==> config.mk <==
export PLATFORM = sky130hd
export DESIGN_NAME = drive_cmd_controller_flat
export DESIGN_NICKNAME = d
export VERILOG_FILES = /design/src/rtl/drive_cmd_controller_if.sv /design/src/rtl/drive_cmd_controller.sv /design/src/flat_wrapper.sv
export SDC_FILE = /design/constraint.sdc
export NUM_CORES = 1
export LEC_CHECK = 0
export ABC_AREA = 1
export CORE_ASPECT_RATIO = 0.8
export CORE_MARGIN = 4
export CORE_UTILIZATION = 59
export DETAILED_ROUTE_END_ITERATION = 12
export PLACE_DENSITY = 0.92
export SKIP_CTS_REPAIR_TIMING = 1
export SLEW_MARGIN = 0
export SYNTH_ARGS = -nofsm -noshare
export SYNTH_HDL_FRONTEND = slang
export SYNTH_SLANG_ARGS = --single-unit
==> constraint.sdc <==
create_clock -name i_Clock -period 2.2 [get_ports i_Clock]
set_clock_uncertainty 0.15 [all_clocks]
set_input_delay 0.22 -clock i_Clock [delete_from_list [all_inputs] [get_ports i_Clock]]
set_output_delay 0.22 -clock i_Clock [all_outputs]
set_load 0.02 [all_outputs]
==> src/rtl/drive_cmd_controller_if.sv <==
// Bus between the drive command controller and its environment: UART receiver
// bytes, line-follower inputs, and the drive/diagnostic outputs.
interface drive_cmd_controller_if;
    logic       i_Rx_DV;
    logic [7:0] i_Rx_Byte;
    logic [1:0] i_Auto_CMD;
    logic       i_Line_Lost;
    logic [1:0] o_DriveCMD;
    logic       o_Auto_Mode;
    logic       o_Frame_OK;
    logic       o_Frame_Err;
    logic       o_Wdog_Trip;
    logic [7:0] o_Err_Count;

    modport master (
        output i_Rx_DV, i_Rx_Byte, i_Auto_CMD, i_Line_Lost,
        input  o_DriveCMD, o_Auto_Mode, o_Frame_OK, o_Frame_Err, o_Wdog_Trip, o_Err_Count
    );

    modport slave (
        input  i_Rx_DV, i_Rx_Byte, i_Auto_CMD, i_Line_Lost,
        output o_DriveCMD, o_Auto_Mode, o_Frame_OK, o_Frame_Err, o_Wdog_Trip, o_Err_Count
    );
endinterface

==> src/rtl/drive_cmd_controller.sv <==
// Parses '$' CMD LF frames from the UART byte stream, selects manual or
// line-follower drive, and enforces the command watchdog and inter-byte timeout.
module drive_cmd_controller #(
    parameter int WDOG_CLKS    = 25000000,
    parameter int WDOG_W       = 25,
    parameter int BYTE_TIMEOUT = 104160,
    parameter int TO_W         = 17
) (
    input  logic                   i_Clock,
    input  logic                   i_Rst_n,
    drive_cmd_controller_if.slave  bus
);

    localparam logic [1:0] IDLE    = 2'd0;
    localparam logic [1:0] GOT_HDR = 2'd1;
    localparam logic [1:0] GOT_CMD = 2'd2;
    localparam logic [1:0] APPLY   = 2'd3;

    localparam logic [7:0] CH_HDR  = 8'h24;
    localparam logic [7:0] CH_EOF  = 8'h0A;
    localparam logic [7:0] CH_AUTO = 8'h41;
    localparam logic [7:0] CH_MAN  = 8'h4D;

    localparam logic [WDOG_W-1:0] WDOG_LAST = WDOG_W'(WDOG_CLKS - 1);
    localparam logic [TO_W-1:0]   TO_LAST   = TO_W'(BYTE_TIMEOUT - 1);

    function automatic logic is_cmd(input logic [7:0] b);
        return (b == 8'h30) || (b == 8'h31) || (b == 8'h32) ||
               (b == CH_AUTO) || (b == CH_MAN);
    endfunction

    function automatic logic [7:0] sat_inc(input logic [7:0] c);
        return (c == 8'hFF) ? c : c + 8'd1;
    endfunction

    logic [1:0]        state_q, state_d;
    logic [7:0]        cmd_q, cmd_d;
    logic              auto_q, auto_d;
    logic [1:0]        mcmd_q, mcmd_d;
    logic [TO_W-1:0]   to_q, to_d;
    logic [WDOG_W-1:0] wdog_q, wdog_d;
    logic              trip_q, trip_d;
    logic              ok_q, ok_d;
    logic              err_q, err_d;
    logic [7:0]        errcnt_q, errcnt_d;
    logic [1:0]        drive_q, drive_d;
    logic              err_s;

    // Frame parser, byte timeout, watchdog and output mux next-state logic
    always_comb begin
        state_d  = state_q;
        cmd_d    = cmd_q;
        auto_d   = auto_q;
        mcmd_d   = mcmd_q;
        to_d     = to_q;
        wdog_d   = wdog_q;
        trip_d   = trip_q;
        err_s    = 1'b0;

        case (state_q)
            IDLE, APPLY: begin
                to_d = '0;
                if (bus.i_Rx_DV && (bus.i_Rx_Byte == CH_HDR)) begin
                    state_d = GOT_HDR;
                end else begin
                    state_d = IDLE;
                end
            end
            GOT_HDR: begin
                if (bus.i_Rx_DV) begin
                    to_d = '0;
                    if (is_cmd(bus.i_Rx_Byte)) begin
                        cmd_d   = bus.i_Rx_Byte;
                        state_d = GOT_CMD;
                    end else if (bus.i_Rx_Byte == CH_HDR) begin
                        err_s   = 1'b1;
                    end else begin
                        err_s   = 1'b1;
                        state_d = IDLE;
                    end
                end else if (to_q == TO_LAST) begin
                    err_s   = 1'b1;
                    to_d    = '0;
                    state_d = IDLE;
                end else begin
                    to_d = to_q + 1'b1;
                end
            end
            GOT_CMD: begin
                if (bus.i_Rx_DV) begin
                    to_d = '0;
                    if (bus.i_Rx_Byte == CH_EOF) begin
                        state_d = APPLY;
                    end else if (bus.i_Rx_Byte == CH_HDR) begin
                        err_s   = 1'b1;
                        state_d = GOT_HDR;
                    end else begin
                        err_s   = 1'b1;
                        state_d = IDLE;
                    end
                end else if (to_q == TO_LAST) begin
                    err_s   = 1'b1;
                    to_d    = '0;
                    state_d = IDLE;
                end else begin
                    to_d = to_q + 1'b1;
                end
            end
            default: begin
                to_d    = '0;
                state_d = IDLE;
            end
        endcase

        // Watchdog saturates at its last count, keeping the manual command forced to stop
        if (auto_q) begin
            wdog_d = '0;
        end else if (wdog_q == WDOG_LAST) begin
            trip_d = 1'b1;
            mcmd_d = 2'd0;
        end else begin
            wdog_d = wdog_q + 1'b1;
        end

        // A completed frame overrides whatever the watchdog decided this cycle
        if (state_q == APPLY) begin
            ok_d   = 1'b1;
            wdog_d = '0;
            trip_d = 1'b0;
            case (cmd_q)
                8'h30, 8'h31, 8'h32: begin
                    auto_d = 1'b0;
                    mcmd_d = cmd_q[1:0];
                end
                CH_AUTO: auto_d = 1'b1;
                CH_MAN:  auto_d = 1'b0;
                default: auto_d = auto_q;
            endcase
        end else begin
            ok_d = 1'b0;
        end

        err_d    = err_s;
        errcnt_d = err_s ? sat_inc(errcnt_q) : errcnt_q;

        if (auto_q) begin
            drive_d = bus.i_Line_Lost ? 2'd0 : bus.i_Auto_CMD;
        end else begin
            drive_d = mcmd_q;
        end
    end

    // State and output registers
    always_ff @(posedge i_Clock or negedge i_Rst_n) begin
        if (!i_Rst_n) begin
            state_q  <= IDLE;
            cmd_q    <= 8'h00;
            auto_q   <= 1'b0;
            mcmd_q   <= 2'd0;
            to_q     <= '0;
            wdog_q   <= '0;
            trip_q   <= 1'b0;
            ok_q     <= 1'b0;
            err_q    <= 1'b0;
            errcnt_q <= 8'h00;
            drive_q  <= 2'd0;
        end else begin
            state_q  <= state_d;
            cmd_q    <= cmd_d;
            auto_q   <= auto_d;
            mcmd_q   <= mcmd_d;
            to_q     <= to_d;
            wdog_q   <= wdog_d;
            trip_q   <= trip_d;
            ok_q     <= ok_d;
            err_q    <= err_d;
            errcnt_q <= errcnt_d;
            drive_q  <= drive_d;
        end
    end

    assign bus.o_DriveCMD  = drive_q;
    assign bus.o_Auto_Mode = auto_q;
    assign bus.o_Frame_OK  = ok_q;
    assign bus.o_Frame_Err = err_q;
    assign bus.o_Wdog_Trip = trip_q;
    assign bus.o_Err_Count = errcnt_q;

endmodule

==> src/flat_wrapper.sv <==
// flat-port wrapper written by rule: the top's interface ports become plain ports
module drive_cmd_controller_flat 
#(
    parameter int WDOG_CLKS    = 25000000,
    parameter int WDOG_W       = 25,
    parameter int BYTE_TIMEOUT = 104160,
    parameter int TO_W         = 17
)
  (i_Clock, i_Rst_n, bus_i_Rx_DV, bus_i_Rx_Byte, bus_i_Auto_CMD, bus_i_Line_Lost, bus_o_DriveCMD, bus_o_Auto_Mode, bus_o_Frame_OK, bus_o_Frame_Err, bus_o_Wdog_Trip, bus_o_Err_Count);
  drive_cmd_controller_if bus_i ();
  input  logic i_Clock;
  input  logic i_Rst_n;
  input wire logic [$bits(bus_i.i_Rx_DV)-1:0] bus_i_Rx_DV;
  input wire logic [$bits(bus_i.i_Rx_Byte)-1:0] bus_i_Rx_Byte;
  input wire logic [$bits(bus_i.i_Auto_CMD)-1:0] bus_i_Auto_CMD;
  input wire logic [$bits(bus_i.i_Line_Lost)-1:0] bus_i_Line_Lost;
  output wire logic [$bits(bus_i.o_DriveCMD)-1:0] bus_o_DriveCMD;
  output wire logic [$bits(bus_i.o_Auto_Mode)-1:0] bus_o_Auto_Mode;
  output wire logic [$bits(bus_i.o_Frame_OK)-1:0] bus_o_Frame_OK;
  output wire logic [$bits(bus_i.o_Frame_Err)-1:0] bus_o_Frame_Err;
  output wire logic [$bits(bus_i.o_Wdog_Trip)-1:0] bus_o_Wdog_Trip;
  output wire logic [$bits(bus_i.o_Err_Count)-1:0] bus_o_Err_Count;
  assign bus_i.i_Rx_DV = bus_i_Rx_DV;
  assign bus_i.i_Rx_Byte = bus_i_Rx_Byte;
  assign bus_i.i_Auto_CMD = bus_i_Auto_CMD;
  assign bus_i.i_Line_Lost = bus_i_Line_Lost;
  assign bus_o_DriveCMD = bus_i.o_DriveCMD;
  assign bus_o_Auto_Mode = bus_i.o_Auto_Mode;
  assign bus_o_Frame_OK = bus_i.o_Frame_OK;
  assign bus_o_Frame_Err = bus_i.o_Frame_Err;
  assign bus_o_Wdog_Trip = bus_i.o_Wdog_Trip;
  assign bus_o_Err_Count = bus_i.o_Err_Count;
  drive_cmd_controller #(.WDOG_CLKS(WDOG_CLKS), .WDOG_W(WDOG_W), .BYTE_TIMEOUT(BYTE_TIMEOUT), .TO_W(TO_W)) u_core (.i_Clock(i_Clock), .i_Rst_n(i_Rst_n), .bus(bus_i));
endmodule
==> impl_metrics.py <==
metrics = {
    "timing": {
        "setup_viol": 0,
        "fin_tns_setup_ps": 0,
        "hold_viol_final": 0,
        "finalCritPeriodShare_pct": 92.4,
        "maxSlewViolCount": 0,
        "max_freq_mhz": 492,
        "finalCriticalPeriod_ps": 2030,
        "rsz0062_at_grt": "no",
        "holdWs_ps": 237,
        "slew_headroom_pct": 71.7,
        "max_slew.worst_pin.slew_ps": 424,
    },
    "synthesis": {
        "synth_edf_count": 0,
        "synth_ff_type": "dfrtp_1",
        "yosys_warnings": 0,
        "synth_cell_type_count": 40,
        "netlist.area_leader.share_pct": 42.2,
        "seq_area_frac_synth_pct": 42.2,
        "ys_ff_latch": 68,
        "netlist_instances": 523,
        "syn_area_per_cell_sq_um": 7.70,
        "synthesis.area_sq_mm": 0.00403,
        "synthesis.nets": 543,
        "synth_top_cell_by_area": "dfrtp_1",
        "synthTopCellsByArea": "dfrtp_1 (42%), nand2_1 (11%), nor2_1 (6.0%)",
        "async_flop_share_pct": 100,
    },
    "layout": {
        "nets": 584,
        "post_route_cells_drive_above_1_share_pct": 12.5,
        "syn_to_final_growth_pct": 15.6,
        "mostFrequentLayoutCells": "nand2_1 (113), dfrtp_1 (68), nor2_1 (64)",
        "final_cells": 653,
        "fillers": 465,
        "mostFrequentLayoutCell": "nand2_1",
        "fin_util_pct": 71.6,
        "diodes": 0,
    },
    "cts": {
        "cts_buffer_depth": 2,
        "htree_levels": 3,
        "tritoncts": "built",
        "clkSinkCount": 68,
        "cts_made_buffers": 9,
        "cts_root_buf": "clkbuf_8",
        "clk_pin_slew_worst_paths_ps": 90,
        "clk_latency_ps": 360,
    },
    "worst_setup_path": {
        "crit_start": "u_core.bus.o_Auto_Mode",
        "slowest_delay_ps": 690,
        "rrSetupSlack_ps": 300,
        "path_class": "reg -> out",
        "critPathTopFamily": "buffers and inverters",
        "cp_data_required_time_ps": 1830,
        "slowest_stage": "clkdlybuf4s50_1",
        "crit_arrival_ps": 1660,
        "crit_path_start_kind": "flip-flop",
        "cp_num_buf_inv": 1,
        "path_cells": "clkdlybuf4s50_1",
        "critPathCaptureType": "primary output",
        "crit_fanout": 5,
        "timing.rr.start": "u_core.wdog_q[0]",
    },
    "floorplan": {
        "start_util_pct": 61.9,
        "core_area_sq_mm": 0.00651,
        "die_w_microns": 100,
        "die_h_microns": 81.9,
        "fp-row-count": 26,
        "boundaryPins": 28,
        "die-area_sq_mm": 0.00822,
    },
    "global_route": {
        "grt_pass1_wl_mm": 16.7,
        "grt_max_degree": 69,
        "grt_overflow": 0,
        "gr-usage-met3_pct": 7.05,
        "met1_usage_pct": 33.1,
        "antenna_found_initial": 0,
        "grt_busiest_layer": "met2",
        "grt_util_all_layers_pct": 25.6,
        "first_global_vias": 3567,
        "met2_usage_pct": 41.9,
    },
    "placement": {
        "place_congestion": 1.03,
        "place_hpwl_mm": 6.97,
        "io_buffers": 27,
        "placedCellCount": 636,
    },
    "route": {
        "drt-initial-drc-count": 372,
        "viasPerCell": 5.77,
        "routed_wl_mm": 9.77,
        "first_pass_iters": 5,
        "vias": 3768,
        "postRouteAntennaNets": 0,
        "route.detailed.drc": 0,
        "routedWlPerCell_microns": 15.0,
    },
    "power": {
        "cellLeakagePower_nw": 2.10,
        "p_per_area_mw_per_mm2": 517,
        "ir_drop_mv": 0.405,
    },
    "outcome": {
        "outcome": "complete, no violations",
    },
    "worst_hold_path": {
        "hold_class": "in -> async",
    },
    "job": {
        "cap_violations": 0,
    },
}
[synthesized netlist by cell type (4+ instances only)]
| master | instances |
|---|---|
| nand2_4 | 5 |
| nor3_1 | 21 |
| nor4_1 | 6 |
| nand4_1 | 28 |
| nand3_1 | 40 |
| nand2_2 | 4 |
| a21oi_1 | 19 |
| nor3_2 | 4 |
| o21ai_1 | 8 |
| ha_1 | 6 |
| nand2_1 | 113 |
| xor2_1 | 8 |
| dfrtp_1 | 68 |
| inv_1 | 60 |
| inv_2 | 12 |
| o21ai_0 | 12 |
| nor2_4 | 5 |
| nor2_1 | 64 |
[final timing paths]
check,endpoint,depth (start not counted)
min in group i_Clock,u_core.bus.o_DriveCMD[1],3
hold / removal,u_core.wdog_q[10],3
max in group asynchronous,u_core.wdog_q[17],3
setup reg to reg,u_core.wdog_q[18],8
hold reg to reg,u_core.to_q[0],1
setup / recovery,bus_o_Auto_Mode,1
[layer usage]
layer,vias to the layer above,wire (microns)
met1,1777,4310
met3,22,691
met2,161,4600
met5,-,0
met4,0,168
li1,1808,-
[cell type report]
type | count | area, sq um | area share [%]
repair buffers | 35 | 340 | 7.31
flip-flops and latches | 68 | 1700 | 36.5
clock buffers | 9 | 124 | 2.66
clock inverters | 7 | 82.6 | 1.77
well taps | 84 | 105 | 2.26
multi-input cells | 378 | 2030 | 43.7
inverters | 72 | 270 | 5.80
[flip-flops by register name, summed over array words and instances (netlist names)]
name	flops
u_core.bus.o_DriveCMD	2
u_core.cmd_q	8
u_core.mcmd_q	2
u_core.bus.o_Frame_OK	1
u_core.bus.o_Frame_Err	1
u_core.state_q	2
u_core.bus.o_Wdog_Trip	1
u_core.wdog_q	25
u_core.to_q	17
u_core.bus.o_Auto_Mode	1
u_core.bus.o_Err_Count	8
[stage by stage]
step | cell area (sq um) | total power, W | setup WS (ps)
2_1_floorplan | 4030 | 0.00130 | 558
3_3_place_gp | 4440 | 0.00135 | 341
3_5_place_dp | 4440 | 0.00136 | 271
4_1_cts | 4650 | 0.00242 | 171
5_1_grt | 4660 | 0.00249 | 101
6_report | 4660 | 0.00241 | 167
[where the power goes]
part           internal (W)  switching (W)
clock              0.000538       0.000537
sequential          0.00125   0.0000000809
combinational     0.0000332      0.0000520
[cell families after synthesis]
group,synth area share [%]
AOI/OAI and AO/OA,6.93
xor gates and xnor gates,2.39
adders and majority gates,1.86
buffers and inverters,7.27
DFF,42.2
and+or+nand+nor,39.3
Power figures use the tool's default switching activity.
